### config.mk
export PLATFORM = sky130hd
export DESIGN_NAME = muldiv_unit
export DESIGN_NICKNAME = d
export VERILOG_FILES = /design/src/rtl/muldiv_pkg.sv /design/src/rtl/muldiv_decode.sv /design/src/rtl/muldiv_unit.sv
export SDC_FILE = /design/constraint.sdc
export NUM_CORES = 1
export LEC_CHECK = 0
export ABC_AREA = 1
export CAP_MARGIN = 10
export CORE_UTILIZATION = 56
export CTS_CLUSTER_DIAMETER = 40
export DETAILED_ROUTE_END_ITERATION = 8
export PLACE_DENSITY = 0.82
export SYNTH_ARGS = -nofsm -noshare
export SYNTH_HDL_FRONTEND = slang
export SYNTH_SLANG_ARGS = --single-unit
### constraint.sdc
create_clock -name clk -period 4.2 [get_ports clk]
set_input_delay 1.26 -clock clk [delete_from_list [all_inputs] [get_ports clk]]
set_output_delay 1.26 -clock clk [all_outputs]
set_load 0.05 [all_outputs]
### src/rtl/muldiv_pkg.sv
// Shared definitions for the RISC-V M-extension multiply/divide unit.
package muldiv_pkg;

  // M-extension operation encoded by funct3.
  typedef enum logic [2:0] {
    OP_MUL    = 3'b000,
    OP_MULH   = 3'b001,
    OP_MULHSU = 3'b010,
    OP_MULHU  = 3'b011,
    OP_DIV    = 3'b100,
    OP_DIVU   = 3'b101,
    OP_REM    = 3'b110,
    OP_REMU   = 3'b111
  } muldiv_op_e;

  localparam logic [6:0] OPCODE_OP     = 7'b0110011;
  localparam logic [6:0] FUNCT7_MULDIV = 7'b0000001;

  // Sequencer state encoding.
  typedef logic [1:0] state_t;
  localparam state_t ST_IDLE = 2'd0;
  localparam state_t ST_CALC = 2'd1;
  localparam state_t ST_DONE = 2'd2;

endpackage

### src/rtl/muldiv_decode.sv
// Combinational decode of an R-type instruction into muldiv controls.
module muldiv_decode
  import muldiv_pkg::*;
(
  input  logic [31:0] instr,
  output muldiv_op_e  op,
  output logic        legal,
  output logic        sign_a,
  output logic        sign_b,
  output logic        is_div,
  output logic        want_hi
);

  // Register-number and rd fields play no part in selecting the operation.
  logic unused_fields;
  assign unused_fields = ^{instr[24:15], instr[11:7]};

  // Classify the instruction and derive operand signedness / result half.
  always_comb begin
    op      = muldiv_op_e'(instr[14:12]);
    legal   = (instr[6:0] == OPCODE_OP) && (instr[31:25] == FUNCT7_MULDIV);
    sign_a  = 1'b0;
    sign_b  = 1'b0;
    is_div  = 1'b0;
    want_hi = 1'b0;
    // For divides, want_hi selects the remainder (upper half of the accumulator).
    case (op)
      OP_MULH:   begin sign_a = 1'b1; sign_b = 1'b1; want_hi = 1'b1; end
      OP_MULHSU: begin sign_a = 1'b1; want_hi = 1'b1; end
      OP_MULHU:  begin want_hi = 1'b1; end
      OP_DIV:    begin sign_a = 1'b1; sign_b = 1'b1; is_div = 1'b1; end
      OP_DIVU:   begin is_div = 1'b1; end
      OP_REM:    begin sign_a = 1'b1; sign_b = 1'b1; is_div = 1'b1; want_hi = 1'b1; end
      OP_REMU:   begin is_div = 1'b1; want_hi = 1'b1; end
      default:   ;
    endcase
  end

endmodule

### src/rtl/muldiv_unit.sv
// Iterative RISC-V M-extension unit: shift-add multiply, restoring divide,
// one bit per cycle on operand magnitudes with sign fix-up at completion.
module muldiv_unit
  import muldiv_pkg::*;
#(
  parameter int XLEN      = 32,
  parameter int EARLY_OUT = 1
) (
  input  logic            clk,
  input  logic            rst_n,
  input  logic            start,
  input  logic [31:0]     instr,
  input  logic [XLEN-1:0] rs1,
  input  logic [XLEN-1:0] rs2,
  input  logic            flush,
  output logic            busy,
  output logic            done,
  output logic [XLEN-1:0] result,
  output logic            illegal
);

  localparam int              CNT_W     = $clog2(XLEN) + 1;
  localparam logic [CNT_W-1:0] LAST_ITER = CNT_W'(XLEN - 1);
  localparam logic [XLEN-1:0] MOST_NEG  = {1'b1, {(XLEN-1){1'b0}}};

  function automatic logic [XLEN-1:0] cond_neg_x(input logic neg, input logic [XLEN-1:0] v);
    return neg ? -v : v;
  endfunction

  function automatic logic [2*XLEN-1:0] cond_neg_2x(input logic neg, input logic [2*XLEN-1:0] v);
    return neg ? -v : v;
  endfunction

  muldiv_op_e dec_op;
  logic       dec_legal, dec_sign_a, dec_sign_b, dec_is_div, dec_want_hi;

  muldiv_decode u_decode (
    .instr   (instr),
    .op      (dec_op),
    .legal   (dec_legal),
    .sign_a  (dec_sign_a),
    .sign_b  (dec_sign_b),
    .is_div  (dec_is_div),
    .want_hi (dec_want_hi)
  );

  state_t              state_q, state_d;
  logic [CNT_W-1:0]    cnt_q, cnt_d;
  logic [2*XLEN-1:0]   acc_q, acc_d;
  logic [XLEN-1:0]     result_q, result_d;
  logic                illegal_q, illegal_d;
  logic [XLEN-1:0]     opd_q, opd_d;
  logic                a_neg_q, a_neg_d, b_neg_q, b_neg_d;
  logic                is_div_q, is_div_d, want_hi_q, want_hi_d, dz_q, dz_d;

  logic                a_neg, b_neg, div_zero, sgn_ovf, early, is_rem;
  logic [XLEN-1:0]     a_mag, b_mag, early_res;
  logic [XLEN:0]       mul_sum, rem_sh, div_diff;
  logic [2*XLEN-1:0]   mul_next, div_next, iter_next, fin_p;
  logic [XLEN-1:0]     fin_q, fin_r, final_res;

  // Operand magnitudes and the special divide cases that can finish at once.
  always_comb begin
    a_neg    = dec_sign_a & rs1[XLEN-1];
    b_neg    = dec_sign_b & rs2[XLEN-1];
    a_mag    = cond_neg_x(a_neg, rs1);
    b_mag    = cond_neg_x(b_neg, rs2);
    div_zero = (rs2 == '0);
    sgn_ovf  = dec_sign_a & dec_sign_b & (rs1 == MOST_NEG) & (rs2 == '1);
    early    = (EARLY_OUT != 0) && dec_is_div && (div_zero || sgn_ovf);
    is_rem   = (dec_op == OP_REM) || (dec_op == OP_REMU);
    if (div_zero) early_res = is_rem ? rs1 : '1;
    else          early_res = is_rem ? '0 : rs1;
  end

  // One multiply or divide step, plus the sign-corrected result of that step.
  always_comb begin
    // Multiply: acc = {partial, multiplier}; add multiplicand on LSB, shift right.
    mul_sum  = {1'b0, acc_q[2*XLEN-1:XLEN]} + (acc_q[0] ? {1'b0, opd_q} : '0);
    mul_next = {mul_sum, acc_q[XLEN-1:1]};
    // Divide: acc = {remainder, dividend/quotient}; shift left, trial subtract.
    rem_sh   = {acc_q[2*XLEN-1:XLEN], acc_q[XLEN-1]};
    div_diff = rem_sh - {1'b0, opd_q};
    if (rem_sh >= {1'b0, opd_q}) div_next = {div_diff[XLEN-1:0], acc_q[XLEN-2:0], 1'b1};
    else                         div_next = {rem_sh[XLEN-1:0], acc_q[XLEN-2:0], 1'b0};
    iter_next = is_div_q ? div_next : mul_next;
    // Quotient truncates toward zero; remainder follows the dividend's sign.
    fin_q = dz_q ? '1 : cond_neg_x(a_neg_q ^ b_neg_q, iter_next[XLEN-1:0]);
    fin_r = cond_neg_x(a_neg_q, iter_next[2*XLEN-1:XLEN]);
    fin_p = cond_neg_2x(a_neg_q ^ b_neg_q, iter_next);
    if (is_div_q) final_res = want_hi_q ? fin_r : fin_q;
    else          final_res = want_hi_q ? fin_p[2*XLEN-1:XLEN] : fin_p[XLEN-1:0];
  end

  // Sequencer: IDLE -> CALC (XLEN steps) -> DONE, with flush overriding all.
  always_comb begin
    state_d   = state_q;
    cnt_d     = cnt_q;
    acc_d     = acc_q;
    result_d  = result_q;
    illegal_d = 1'b0;
    opd_d     = opd_q;
    a_neg_d   = a_neg_q;
    b_neg_d   = b_neg_q;
    is_div_d  = is_div_q;
    want_hi_d = want_hi_q;
    dz_d      = dz_q;
    if (flush) begin
      state_d = ST_IDLE;
    end else begin
      case (state_q)
        ST_IDLE: begin
          if (start) begin
            if (!dec_legal) begin
              illegal_d = 1'b1;
            end else if (early) begin
              state_d  = ST_DONE;
              result_d = early_res;
            end else begin
              state_d   = ST_CALC;
              cnt_d     = '0;
              acc_d     = {{XLEN{1'b0}}, (dec_is_div ? a_mag : b_mag)};
              opd_d     = dec_is_div ? b_mag : a_mag;
              a_neg_d   = a_neg;
              b_neg_d   = b_neg;
              is_div_d  = dec_is_div;
              want_hi_d = dec_want_hi;
              dz_d      = div_zero;
            end
          end
        end
        ST_CALC: begin
          acc_d = iter_next;
          cnt_d = cnt_q + CNT_W'(1);
          if (cnt_q == LAST_ITER) begin
            state_d  = ST_DONE;
            result_d = final_res;
          end
        end
        ST_DONE: state_d = ST_IDLE;
        default: state_d = ST_IDLE;
      endcase
    end
  end

  // Control and architectural state, cleared asynchronously.
  always_ff @(posedge clk or negedge rst_n) begin
    if (!rst_n) begin
      state_q   <= ST_IDLE;
      cnt_q     <= '0;
      acc_q     <= '0;
      result_q  <= '0;
      illegal_q <= 1'b0;
    end else begin
      state_q   <= state_d;
      cnt_q     <= cnt_d;
      acc_q     <= acc_d;
      result_q  <= result_d;
      illegal_q <= illegal_d;
    end
  end

  // Operand latches; only meaningful while an op is in flight.
  always_ff @(posedge clk) begin
    opd_q     <= opd_d;
    a_neg_q   <= a_neg_d;
    b_neg_q   <= b_neg_d;
    is_div_q  <= is_div_d;
    want_hi_q <= want_hi_d;
    dz_q      <= dz_d;
  end

  assign busy    = (state_q != ST_IDLE);
  assign done    = (state_q == ST_DONE);
  assign result  = result_q;
  assign illegal = illegal_q;

endmodule

==> reports/results.ini <==
[floorplan]
fp.dieW_um=183
ioPinCount=135
die_h_um=183
start_util_pct=57.4
coreArea_mm2=0.0318
die-area_mm2=0.0333
rows=65

[hold_path]
hold_path_class=reg2reg

[logic_synthesis]
synthArstFlopShare_pct=73.9
yosysTopAreaCell=nand2_1
synth.area.top_cells=nand2_1 19%, dfrtp_1 14%, inv_1 9.1%
yosys_warnings=0
netlist_area_mm2=0.0183
synth_edf_count=37
synthCells=3132
seq_area_frac_synth_pct=20.5
ys_top_cells_by_count=908 x nand2_1, 441 x inv_1, 312 x nor2_1
ys.flop_type=dfrtp_1
ys_types=58
yosys.cell_count.top_type=nand2_1
synth_nets=3304
avgSynthCellArea_um2=5.83
synth_seq_cells=142
yosysTopAreaCellShare_pct=18.7

[timing]
hold_viol_final=0
setup_viol=7
worstMarginPinSlew_ns=1.46
fin_crit_sh_pct=102
fin_skew_ns=0.0181
timing.fmax_mhz=233
slew_viol_final=0
slew_headroom_pct=1.79
min_period_ns=4.29
timing.final.ws_setup_ns=-0.0911
rsz0062_at_grt=yes

[drt]
avgViaCountPerCell=6.10
via_count=23900
drc=0
avgRoutedWirePerCell_um=21.6
firstDrtPassIters=6
routed_wl_um=84600
drt.antenna.violating_nets=0
drt-initial-drc-count=3392

[layout]
drive_gt1_share_pct=18.1
n_fill_cell=2628
seqCellArea_mm2=0.00374
area_delta_synth_final_pct=28.1
multi_input_area_mm2=0.0131
fin_cells=3914
nets=3637

[setup_path]
cp.required_ns=4.55
critPathKind=reg2reg
cp_max_fo=32
critical_path_arrival_ns=4.64
critical_path_buf_inv_count=8
setup.worst_path.start_class=register
critical_path.max_stage_delay_ns=0.48
crit_path_end_kind=register
critPathSlowestCell=edfxtp_1
crit_family=simple AND/OR/NAND/NOR gates
cp_common_cell=nand2_1

[placed_design]
dp_hpwl_um=64400
preCtsSetupSlack_ns=-0.297
dp.cells=3852
routabilityCongestion=1.10
portBuffers=119

[grt]
overflow=0
antenna_found_initial=3
grt_max_degree=88
grt_pass1_vias=22100
grt_pass1_wl_um=124000
track_usage_pct=49.6

[power_and_ir_drop]
ir_drop_v=0.000510
p_per_area_mw_per_mm2=603
p_leak_nw=11.9

[clocking]
cts.reportedPaths.clkPinSlew_ns=0.08
insertion_delay_ns=0.47
numCtsBuffers=17
htree_levels=4
cts_tree=yes
cts_root_buffer=clkbuf_16
clockBufferDepth=2
clock_sinks=142

[status]
status=finished with violations
violations=negative setup slack

[run]
cap_violations=0

==> registers in the layout (all words and copies together), names as in the netlist, 2 cells and up <==
register	cells
acc_q	64
cnt_q	6
opd_q	32
result	32
state_q	2
==> metrics by stage <==
step	area (um2)	power [mW]	hold WS [ns]	utilization, %	setup TNS [ns]
after floorplan	18300	7.66	0.459	-	0
after global placement	21700	11.1	0.475	68.3	-11.94
after detailed placement	21700	11.3	0.480	68.3	-21.76
after CTS	22500	13.0	0.497	70.8	0
after global routing	23400	14.8	0.501	73.6	-2.78
final	23400	14.1	0.494	73.6	-0.359
==> area by class of cell <==
cell class              count  share of cell area [%]
multi-input cells        2413                    55.9
well taps                 435                    2.33
flip-flops and latches    142                    16.0
inverters                 459                    7.37
diodes                      1                  0.0107
clock buffers              17                    1.82
clock inverters            15                   0.818
repair buffers            432                    15.7
==> routing by layer <==
layer	share of wire (%)	GRT usage [%]	vias to the layer above
li1	-	-	10900
met1	34	55.4	10700
met2	43	77.2	1792
met3	12	13.1	500
met4	11	45.7	0
met5	0	0	-
==> power breakdown <==
part           switching [mW]  internal, mW
Combinational            6.48          3.72
Clock                   0.799         0.807
Sequential              0.455          1.83
Total                    7.74          6.36
==> cell usage in the layout, fill, tap and decap left out, types with 10 or more instances in the layout <==
cell type / count
a21boi_1: 18
a21oi_1: 149
a31oi_1: 13
buf_12: 11
buf_4: 301
clkbuf_16: 17
clkdlybuf4s50_1: 117
dfrtp_1: 102
edfxtp_1: 37
ha_1: 46
ha_4: 22
inv_1: 428
inv_2: 28
nand2_1: 862
nand2_2: 52
nand3_1: 262
nand3_2: 28
nand3b_1: 15
nand4_1: 52
nor2_1: 286
nor2_2: 35
nor2_4: 22
nor3_1: 39
nor4_1: 10
o211ai_1: 39
o21ai_0: 175
o21ai_1: 19
o221ai_1: 27
o22ai_1: 25
or2_2: 42
xnor2_1: 18
xor2_1: 63
==> final timing paths <==
check	start	to	slack [ns]	cells after the start
max	opd_q[3]	result[18]	-0.09	28
min	result[0]	result[0]	0.49	1
max reg2reg	opd_q[3]	result[18]	-0.09	28
min reg2reg	result[0]	result[0]	0.49	1
max in group asynchronous	rst_n	acc_q[59]	2.44	2
min in group asynchronous	rst_n	acc_q[30]	0.86	1
==> cell families after synthesis <==
family                     Yosys count  share of synthesized area, %
AOI/OAI and AO/OA                  522                          16.8
muxes                                2                         0.110
adders and majority gates           72                          5.02
DFF                                142                          20.5
and+or+nand+nor                   1736                          41.3
buffers and inverters              577                          12.4
xor gates and xnor gates            81                          3.88
==> timing repair <==
action,CTS,global route
pin swaps,9,41
setup buffers,8,21
endpoints found under the setup margin,17,99
gates resized for setup,22,164
hold buffers,0,0
Note: power is estimated with default switching activity, not from simulation.
